<file path="src/rtl/fetch_stage.sv">
// rtl/fetch_stage.sv - instruction fetch stage: PC, IF/ID register, one-entry skid buffer
// Optional FETCH_PERF_EN adds saturating stall/flush counters.
module fetch_stage #(
    parameter logic [31:0] RESET_PC  = 32'h0000_0000,
    parameter logic [31:0] NOP_INSTR = 32'h0000_0013
) (
    input  logic        clk,
    input  logic        rst,
    input  logic        stall,
    input  logic        redirect,
    input  logic [31:0] redirect_pc,
    output logic        imem_req,
    output logic [31:0] imem_addr,
    input  logic [31:0] imem_rdata,
    input  logic        imem_valid,
    output logic [31:0] if_id_pc,
    output logic [31:0] if_id_instr,
    output logic        if_id_valid
`ifdef FETCH_PERF_EN
    ,
    output logic [31:0] stall_cycles,
    output logic [31:0] flush_count
`endif
);

    typedef enum logic [1:0] {
        IDLE = 2'd0,
        REQ  = 2'd1,
        HOLD = 2'd2
    } state_t;

    state_t      state, state_n;
    logic [31:0] pc, pc_n;
    logic [31:0] skid, skid_n;
    logic [31:0] if_id_pc_n, if_id_instr_n;
    logic        if_id_valid_n;

    // Redirect targets are word-aligned; the low bits are dropped on purpose.
    logic        unused_redirect_lsbs;
    assign unused_redirect_lsbs = &{1'b0, redirect_pc[1:0]};

    assign imem_req  = (state == REQ);
    assign imem_addr = pc;

    always_ff @(posedge clk) begin
        if (rst) begin
            state       <= IDLE;
            pc          <= RESET_PC;
            skid        <= '0;
            if_id_pc    <= '0;
            if_id_instr <= NOP_INSTR;
            if_id_valid <= 1'b0;
        end else begin
            state       <= state_n;
            pc          <= pc_n;
            skid        <= skid_n;
            if_id_pc    <= if_id_pc_n;
            if_id_instr <= if_id_instr_n;
            if_id_valid <= if_id_valid_n;
        end
    end

    always_comb begin
        state_n       = state;
        pc_n          = pc;
        skid_n        = skid;
        if_id_pc_n    = if_id_pc;
        if_id_instr_n = if_id_instr;
        if_id_valid_n = if_id_valid;
        case (state)
            IDLE: begin
                state_n = REQ;
                if (redirect) pc_n = {redirect_pc[31:2], 2'b00};
            end
            REQ, HOLD: begin
                if (redirect) begin
                    state_n       = REQ;
                    pc_n          = {redirect_pc[31:2], 2'b00};
                    skid_n        = '0;
                    if_id_pc_n    = '0;
                    if_id_instr_n = NOP_INSTR;
                    if_id_valid_n = 1'b0;
                end else if (state == HOLD) begin
                    if (!stall) begin
                        state_n       = REQ;
                        pc_n          = pc + 32'd4;
                        if_id_pc_n    = pc;
                        if_id_instr_n = skid;
                        if_id_valid_n = 1'b1;
                    end
                end else if (imem_valid) begin
                    if (stall) begin
                        state_n = HOLD;
                        skid_n  = imem_rdata;
                    end else begin
                        pc_n          = pc + 32'd4;
                        if_id_pc_n    = pc;
                        if_id_instr_n = imem_rdata;
                        if_id_valid_n = 1'b1;
                    end
                end else if (!stall) begin
                    if_id_pc_n    = '0;
                    if_id_instr_n = NOP_INSTR;
                    if_id_valid_n = 1'b0;
                end
            end
            default: state_n = IDLE;
        endcase
    end

`ifdef FETCH_PERF_EN
    always_ff @(posedge clk) begin
        if (rst) begin
            stall_cycles <= '0;
            flush_count  <= '0;
        end else begin
            if (stall && stall_cycles != 32'hFFFF_FFFF) stall_cycles <= stall_cycles + 32'd1;
            if (redirect && flush_count != 32'hFFFF_FFFF) flush_count <= flush_count + 32'd1;
        end
    end
`endif

endmodule
</file>
<file path="config.mk">
export PLATFORM = sky130hd
export DESIGN_NAME = fetch_stage
export DESIGN_NICKNAME = d
export VERILOG_FILES = /design/src/rtl/fetch_stage.sv
export SDC_FILE = /design/constraint.sdc
export NUM_CORES = 1
export LEC_CHECK = 0
export ABC_AREA = 1
export BUFFER_PORTS_ARGS = -buffer_cell sky130_fd_sc_hd__buf_2
export CORE_UTILIZATION = 45
export DETAILED_ROUTE_END_ITERATION = 10
export GPL_ROUTABILITY_DRIVEN = 1
export PLACE_DENSITY = 0.73
export SYNTH_ARGS = -nofsm -noshare
export SYNTH_HDL_FRONTEND = slang
export SYNTH_SLANG_ARGS = --single-unit
</file>
<file path="constraint.sdc">
create_clock -name clk -period 1.7 [get_ports clk]
set_input_delay 0.085 -clock clk [delete_from_list [all_inputs] [get_ports clk]]
set_output_delay 0.085 -clock clk [all_outputs]
set_load 0.01 [all_outputs]
</file>
==> flow_summary.json, run 1 <==
{
  "status": "finished, violations left",
  "failed_checks": "negative setup slack",
  "synth_cells": 920,
  "synth_seq_cells": 129,
  "dieWidth_um": 120,
  "clock_latency_ps": 420,
  "gp_congestion": 0.909,
  "clkSinkCount": 129,
  "num_vias": 7073,
  "root_buffer": "clkbuf_16",
  "fillers": 1146,
  "drc": 0,
  "min_path_cells": 5,
  "ys_top_cells_by_area": "dfxtp_1 41%, nor2_1 14%, nand2_1 11%",
  "startpoint_type": "flop",
  "ir_drop_mv": 0.984,
  "syn_area_sq_mm": 0.00624,
  "setup_viol": 16,
  "vias_per_cell": 5.34,
  "finalCriticalPeriod_ps": 1800,
  "die_area_sq_mm": 0.0143,
  "clock_path_buffers": 2,
  "avgSynthCellArea_sq_um": 6.78,
  "cp.arrival_ps": 2110,
  "h-tree-depth": 4,
  "initial_utilization": 0.465,
  "core_area_sq_mm": 0.0134,
  "pin_count": 167,
  "tns_ps": -609,
  "r2r_start": "state[0]",
  "critPathLaunch": "state[0]",
  "synth_top_area_frac": 0.414,
  "tritoncts.num_buffers": 17,
  "synth.distinct_cells": 31,
  "area_growth_syn_to_layout_pct": 40.5,
  "period_share": 1.06,
  "ys.flop_type": "dfxtp_1",
  "rsz0062_at_grt": "yes",
  "hold_path.class": "input pin to flop",
  "grt.total_usage": 0.269,
  "seq_area_frac_synth": 0.414,
  "synthTopCellsByCount": "226 x nor2_1, 186 x nand2_1, 129 x dfxtp_1",
  "hold_viol_final": 0,
  "critPathRequiredTime_ps": 2010,
  "cts_tree": "built",
  "max-cap-violations": 0,
  "p_total_mw": 17.1,
  "post-place-ws_ps": -59.6,
  "critPathKind": "flop to flop",
  "reg2regPathDepth": 11,
  "routedWlPerCell_um": 15.2,
  "min-delay-start": "imem_rdata[7]",
  "antenna_found_initial": 0,
  "grt_pass1_vias": 6487,
  "globalRoute.totalOverflow": 0,
  "yosys_warnings": 0,
  "async_reset_ff_frac": 0,
  "maxSlewHeadroom": 0.598,
  "drt_iter0_markers": 576,
  "dr.pass1.iters": 6,
  "leakagePower_nw": 3.84,
  "drv_slew": 0,
  "yosysTopAreaCell": "dfxtp_1",
  "finalNetCount": 1212,
  "grt_max_degree": 44,
  "drive_gt1_frac": 0.293,
  "dpl.hpwl_um": 13200,
  "crit_fanout": 6,
  "wirelength_um": 20100,
  "end_kind": "flop",
  "postRouteAntennaNets": 0,
  "port_buffers": 162,
  "final_util": 0.654,
  "fmax_ghz": 0.556,
  "finClkSkew_ps": 12.6,
  "die_h_um": 120,
  "max_slew.worst_pin.slew_ps": 603,
  "placementRows": 42,
  "setup_ws_ps": -100,
  "cts.reportedPaths.clkPinSlew_ps": 60,
  "synth.most_common_cell": "nor2_1",
  "p_per_area_mw_per_mm2": 1960,
  "grt_pass1_wl_um": 30700,
  "antenna_cells": 0,
  "synth_edf_count": 0
}
[cell usage in the layout (no fill, tap or decap), types with 8 or more instances in the layout]
cell type	count
buf_12	11
nor3_1	13
a21oi_2	9
clkbuf_16	21
nand2_1	184
a211oi_1	10
nor2_2	21
a21oi_1	44
o21ai_0	64
a221oi_1	29
inv_1	63
nor2_1	200
a211oi_2	9
buf_2	162
dfxtp_1	126
buf_4	47
nor2_4	8
nand3_1	36
dlygate4sd3_1	16
[through the flow]
step / cell area [sq um] / cells / hold slack [ps]
2_1_floorplan: 6250 / 921 / 242
3_3_place_gp: 7590 / 1266 / 356
3_5_place_dp: 7590 / 1266 / 366
4_1_cts: 8390 / 1313 / 0.574
5_1_grt: 8760 / 1324 / 29.4
6_report: 8760 / 1324 / 11.7
[metal layers]
metal / vias up / wire (um) / GRT usage
li1: 3444 / - / -
met1: 3276 / 8200 / 0.318
met2: 319 / 9910 / 0.455
met3: 34 / 1530 / 0.0794
met4: 0 / 422 / 0.104
met5: - / 0 / 0
[cell families after synthesis]
| family | synth area share |
|---|---|
| other cells | 0.000601 |
| compound gates | 0.179 |
| simple gates | 0.305 |
| buf+inv | 0.0875 |
| fa+ha+maj | 0.0140 |
| flops | 0.414 |
[cell type report]
type                            instances  area [sq um]  area share
Sequential cell                       129          2590       0.295
Clock inverter                         12           158      0.0180
Tap cell                              176           220      0.0251
Timing Repair Buffer                  248          1760       0.201
Inverter                               74           289      0.0330
Multi-Input combinational cell        665          3280       0.375
Clock buffer                           19           453      0.0517
Timing Repair inverter                  1          7.51    0.000857
[final timing paths]
kind,endpoint,slack (ps)
worst min-delay path,skid[7],10
worst max register to register,if_id_pc[8],-100
worst min register to register,if_id_pc[0],440
worst max-delay path,if_id_pc[8],-100
[state kept, by name (all words and copies together) (netlist names)]
| register | cells |
|---|---|
| if_id_instr | 32 |
| if_id_pc | 32 |
| if_id_valid | 1 |
| imem_addr | 30 |
| skid | 32 |
| state | 2 |
[worst max-delay path, stage by stage (launching register included)]
cell        delay (ps)
dfxtp_2            330
inv_2               60
ha_4               270
buf_6              110
nand2_4             60
inv_4               60
nor2_4              40
nor2_4             170
buf_12             160
clkinvlp_4         200
nor2_2             170
nor3_2              50
[power by group]
| part | switching [mW] | internal [mW] |
|---|---|---|
| registers | 0.833 | 4.18 |
| logic | 4.78 | 3.59 |
| clock network | 1.38 | 2.38 |
[what timing repair did]
| action | 4_1_cts | 5_1_grt |
|---|---|---|
| hold buffers | 16 | 0 |
| pin swaps | 1 | 13 |
| cloned | 0 | 5 |
| buffers inserted | 0 | 7 |
| endpoints found under the setup margin | 77 | 124 |
| gates resized for setup | 9 | 67 |
| endpoints found under the hold margin | 22 | 0 |
Note: power is estimated with default switching activity, not from simulation.
==> run 2: changes to the inputs <==
CORE_ASPECT_RATIO = 1.2   (was not set)
PLACE_DENSITY = not set   (was 0.73)
PLACE_DENSITY_LB_ADDON = 0.08   (was not set)
==> run 2 against run 1 <==
  * The flow still finishes with violations (negative setup slack)
  * Register-to-register slack improved by 30 ps
  * Count of clock-buffer cells in the layout increased by 2
  * Clock skew decreased by 6.3 ps
  * Via count decreased by 0.42%
  * Final cell count increased by 1.1%
==> flow_summary.json, run 2 (synthesized netlist as in run 1, its figures left out) <==
{
  "die_area_sq_mm": 0.0143,
  "finalNetCount": 1233,
  "die_h_um": 131,
  "status": "finished, violations left",
  "antenna_found_initial": 0,
  "drt_iter0_markers": 434,
  "path_delay_family": "buffers and inverters",
  "end_kind": "flop",
  "placementRows": 46,
  "dpl.hpwl_um": 13800,
  "maxSlewHeadroom": 0.529,
  "period_share": 1.04,
  "cp.arrival_ps": 2110,
  "mostFrequentLayoutCell": "nor2_1",
  "dieWidth_um": 109,
  "ir_drop_mv": 0.982,
  "area_growth_syn_to_layout_pct": 45.1,
  "root_buffer": "clkbuf_16",
  "clock_path_buffers": 2,
  "gp_congestion": 0.925,
  "rsz0062_at_grt": "yes",
  "tns_ps": -1400,
  "initial_utilization": 0.467,
  "h-tree-depth": 4,
  "setup_ws_ps": -73.2,
  "clkSinkCount": 129,
  "dr.pass1.iters": 5,
  "crit_fanout": 6,
  "max_slew.worst_pin.slew_ps": 705,
  "cts.reportedPaths.clkPinSlew_ps": 60,
  "finalCriticalPeriod_ps": 1770,
  "core_area_sq_mm": 0.0134,
  "p_per_area_mw_per_mm2": 1990,
  "critPathRequiredTime_ps": 2040,
  "failed_checks": "negative setup slack",
  "wirelength_um": 21100,
  "drv_slew": 0,
  "p_total_mw": 18.0,
  "tritoncts.num_buffers": 17,
  "cp_num_buf_inv": 5,
  "drive_gt1_frac": 0.302,
  "crit_slowest_cell": "dfxtp_2",
  "startpoint_type": "flop",
  "grt_pass1_wl_um": 31500,
  "max_stage_delay_ps": 360,
  "top_regs": "if_id_instr (32), if_id_pc (32), skid (32)",
  "fillers": 1189,
  "cts_tree": "built",
  "finClkSkew_ps": 6.32,
  "max-cap-violations": 0,
  "port_buffers": 162,
  "num_vias": 7043,
  "fmax_ghz": 0.564,
  "globalRoute.totalOverflow": 0,
  "vias_per_cell": 5.26,
  "postRouteAntennaNets": 0,
  "leakagePower_nw": 4.03,
  "pin_count": 167,
  "grt_max_degree": 44,
  "grt_pass1_vias": 6503,
  "crit_path_cell_trace": "inv_2 -> ha_4 -> buf_4 -> nand2_4 -> inv_2 -> nor2_4 -> nor2_4 -> buf_6 -> buf_12 -> nor2_1 -> a211oi_2",
  "routedWlPerCell_um": 15.8,
  "critPathKind": "flop to flop",
  "final_cell_mix": "200 x nor2_1, 184 x nand2_1, 162 x buf_2",
  "hold_viol_final": 0,
  "clock_latency_ps": 420,
  "grt.total_usage": 0.287,
  "drc": 0,
  "post-place-ws_ps": -271,
  "hold_path.class": "input pin to flop",
  "setup_viol": 44
}
[run 2: cell count changes in the layout (fill, tap and decap cells not counted), moves of 3 or more]
| cell | previous run | this run |
|---|---|---|
| a211oi_1 | 10 | 6 |
| a211oi_2 | 9 | 13 |
| a21oi_1 | 44 | 51 |
| a21oi_2 | 9 | 2 |
| buf_4 | 47 | 60 |
| buf_6 | 4 | 7 |
| clkbuf_16 | 21 | 26 |
| clkinvlp_4 | 5 | 2 |
| o21ai_0 | 64 | 59 |
| o21ai_1 | 5 | 9 |
[run 2: through the flow]
step | util | instance area [sq um] | instances | hold WS, ps
global route | 0.677 | 9040 | 1338 | 30.8
finish | 0.677 | 9050 | 1339 | 15.5
detailed placement | 0.572 | 7640 | 1264 | 369
CTS | 0.646 | 8620 | 1320 | 0.332
floorplan | - | 6250 | 921 | 242
global placement | 0.572 | 7640 | 1264 | 360
[run 2: per-layer routing]
metal,GRT usage,part of all wire
met5,0,0
met4,0.118,0.028
met3,0.0655,0.049
met2,0.546,0.54
met1,0.300,0.39
[run 2: path summary, 6_finish.rpt]
kind | cells past startpoint | from | to | slack (ps)
setup / recovery | 11 | state[1] | if_id_pc[10] | -70
hold / removal | 5 | redirect_pc[20] | imem_addr[20] | 20
setup reg to reg | 11 | state[1] | if_id_pc[10] | -70
hold reg to reg | 2 | if_id_pc[1] | if_id_pc[1] | 440
[run 2: final cells by class]
| cell class | count | area (sq um) | share of cell area |
|---|---|---|---|
| Tap cell | 168 | 210 | 0.0232 |
| Inverter | 74 | 295 | 0.0326 |
| Clock inverter | 11 | 150 | 0.0166 |
| Multi-Input combinational cell | 665 | 3300 | 0.365 |
| Sequential cell | 129 | 2590 | 0.286 |
| Antenna cell | 1 | 2.50 | 0.000277 |
| Clock buffer | 21 | 480 | 0.0531 |
| Timing Repair Buffer | 270 | 2020 | 0.224 |
[run 2: worst reg2reg max path, delay by kind of cell, from the launching register on]
| kind | cells | cell delay, ps |
|---|---|---|
| flops | 1 | 360 |
| fa+ha+maj | 1 | 300 |
| compound gates | 1 | 170 |
| simple gates | 4 | 300 |
| buf+inv | 5 | 560 |
[run 2: where the power goes]
part | internal [mW] | switching [mW]
combinational | 4.15 | 5.01
clock | 2.47 | 1.40
sequential | 4.19 | 0.821
[run 2: what timing repair did]
action / in CTS / in global routing
pin swaps: 0 / 25
setup buffers: 4 / 8
hold endpoints to repair: 24 / 0
gates resized for setup: 23 / 60
setup endpoints to repair: 81 / 117
gates cloned: 2 / 10
hold buffers: 18 / 0
==> run 3: changes to the inputs <==
MAX_ROUTING_LAYER = met4   (was not set)
PLACE_DENSITY_LB_ADDON = 0.25   (was 0.08)
==> run 3 against run 2 <==
  * The flow still finishes with violations (negative setup slack)
  * Worst hold slack got worse by 12 ps
  * Non-clock buffer count down 7
  * Clock skew increased by 6.5 ps
  * Via count fell by 0.43%
  * Global-route usage increased by 0.87 points
  * Maximum frequency up 1.6%
  * Setup slack gained 28 ps
  * Sequential cell count did not move
  * Largest cell class unchanged
  * Largest power group unchanged
==> flow_summary.json, run 3 (synthesized netlist as in run 1, its figures left out) <==
{
  "status": "finished, violations left",
  "failed_checks": "negative setup slack",
  "antenna_found_initial": 0,
  "postRouteAntennaNets": 0,
  "clock_path_buffers": 2,
  "fillers": 1204,
  "gp_congestion": 0.944,
  "seq_power_share": 0.286,
  "combPwrFrac": 0.490,
  "setup_ws_ps": -45.6,
  "min-delay-start": "redirect_pc[21]",
  "num_vias": 7013,
  "grt.total_usage": 0.296,
  "cts_tree": "built",
  "dieWidth_um": 109,
  "rsz0062_at_grt": "yes",
  "pin_count": 167,
  "dp.cells": 1267,
  "critPathKind": "flop to flop",
  "hold_path.class": "input pin to flop",
  "die_area_sq_mm": 0.0143,
  "period_share": 1.03,
  "crit_slowest_cell": "dfxtp_2",
  "startpoint_type": "flop",
  "timing.reg2reg.setup_slack_ps": -50,
  "cp.arrival_ps": 2060,
  "crit_fanout": 7,
  "max_stage_delay_ps": 350,
  "tritoncts.num_buffers": 17,
  "p_switching_mw": 7.20,
  "globalRoute.totalOverflow": 0,
  "clkSinkCount": 129,
  "grt_pass1_vias": 6459,
  "root_buffer": "clkbuf_16",
  "reg2regPathDepth": 12,
  "dr.pass1.iters": 6,
  "instances_no_fill": 1331,
  "core_area_sq_mm": 0.0134,
  "dpl.hpwl_um": 13600,
  "placementRows": 46,
  "h-tree-depth": 4,
  "initial_utilization": 0.467,
  "ir_drop_mv": 0.944,
  "r2r_start": "state[1]",
  "routedWlPerCell_um": 15.7,
  "drt_iter0_markers": 379,
  "r2r-end": "if_id_pc[8]",
  "finalCriticalPeriod_ps": 1750,
  "max-cap-violations": 0,
  "grt_pass1_wl_um": 31300,
  "fmax_ghz": 0.573,
  "finalNetCount": 1226,
  "min_path_cells": 5,
  "leakagePower_nw": 3.94,
  "die_h_um": 131,
  "finClkSkew_ps": 12.8,
  "cts.reportedPaths.clkPinSlew_ps": 60,
  "crit_path_cell_trace": "inv_2 -> ha_4 -> buf_6 -> nand2_4 -> inv_4 -> nor2_4 -> nor2_4 -> buf_12 -> buf_8 -> buf_12 -> nor2_2 -> nor3_2",
  "swShare": 0.411,
  "mostFrequentLayoutCell": "nor2_1",
  "max_slew.worst_pin.slew_ps": 704,
  "port_buffers": 162,
  "setup_viol": 15,
  "clockPowerShare": 0.223,
  "drv_slew": 0,
  "final_cell_mix": "196 x nor2_1, 185 x nand2_1, 162 x buf_2",
  "critPathRequiredTime_ps": 2020,
  "wirelength_um": 20900,
  "hold_viol_final": 0,
  "grt_max_degree": 49,
  "internal-power_mw": 10.3,
  "holdPathEnd": "imem_addr[21]",
  "antenna_cells": 0,
  "timing.hold.ws_ps": 3.19,
  "clock_latency_ps": 430,
  "vias_per_cell": 5.27,
  "drive_gt1_frac": 0.304,
  "path_delay_family": "buffers and inverters",
  "end_kind": "flop",
  "p_per_area_mw_per_mm2": 1960,
  "top_regs": "if_id_instr (32), if_id_pc (32), skid (32)",
  "p_total_mw": 17.5,
  "drc": 0,
  "post-place-ws_ps": -275,
  "maxSlewHeadroom": 0.530,
  "cp_num_buf_inv": 6,
  "final_util": 0.669,
  "area_growth_syn_to_layout_pct": 43.2
}
-- run 3: layout make-up --
type / count / area (sq um) / share of cell area
well taps: 168 / 210 / 0.0235
repair buffers: 263 / 1840 / 0.206
multi-input cells: 665 / 3370 / 0.378
inverters: 74 / 290 / 0.0325
clock inverters: 15 / 204 / 0.0228
clock buffers: 17 / 425 / 0.0476
flip-flops and latches: 129 / 2590 / 0.290
-- run 3: how the worst max path moves through the flow --
| stage | start | endpoint | depth (start not counted) |
|---|---|---|---|
| after floorplan | state[0] | imem_addr[14] | 9 |
| after global placement | state[0] | if_id_instr[24] | 5 |
| after detailed placement | state[0] | if_id_instr[23] | 5 |
| after CTS | state[0] | imem_addr[14] | 9 |
| after global routing | state[1] | imem_addr[8] | 9 |
| final | state[1] | if_id_pc[8] | 12 |
-- run 3: per-layer routing --
layer | vias up | global-route usage | part of all wire
li1 | 3474 | - | -
met1 | 3239 | 0.329 | 0.40
met2 | 253 | 0.508 | 0.51
met3 | 47 | 0.0610 | 0.052
met4 | 0 | 0.133 | 0.031
met5 | - | - | 0
-- run 3: stage by stage --
step,TNS [ps],area [sq um]
after floorplan,0,6250
after global placement,-5610,7620
after detailed placement,-7180,7620
after CTS,-61.9,8750
after global routing,-2620,8930
final,-188,8930
-- run 3: timing repair --
| item | in CTS | in global routing |
|---|---|---|
| gates resized for setup | 46 | 53 |
| hold buffers | 17 | 0 |
| gates cloned | 5 | 2 |
| buffers inserted | 11 | 2 |
| endpoints found under the hold margin | 23 | 0 |
| pin swaps | 9 | 16 |
| endpoints found under the setup margin | 63 | 87 |
-- run 3: tightest hold or removal path, stage by stage --
cell,delay (ps)
buf_2,100
nand2_1,50
nand2_1,40
nand2_1,50
a21oi_1,50
-- run 3: power groups by stage --
stage | Sequential, mW | Combinational (mW) | Clock [mW]
finish | 5.02 | 8.59 | 3.91
global route | 5.14 | 9.42 | 4.09
CTS | 4.97 | 8.07 | 3.94
detailed placement | 4.99 | 7.23 | 0
global placement | 4.99 | 7.13 | 0
floorplan | 5.35 | 4.00 | 0
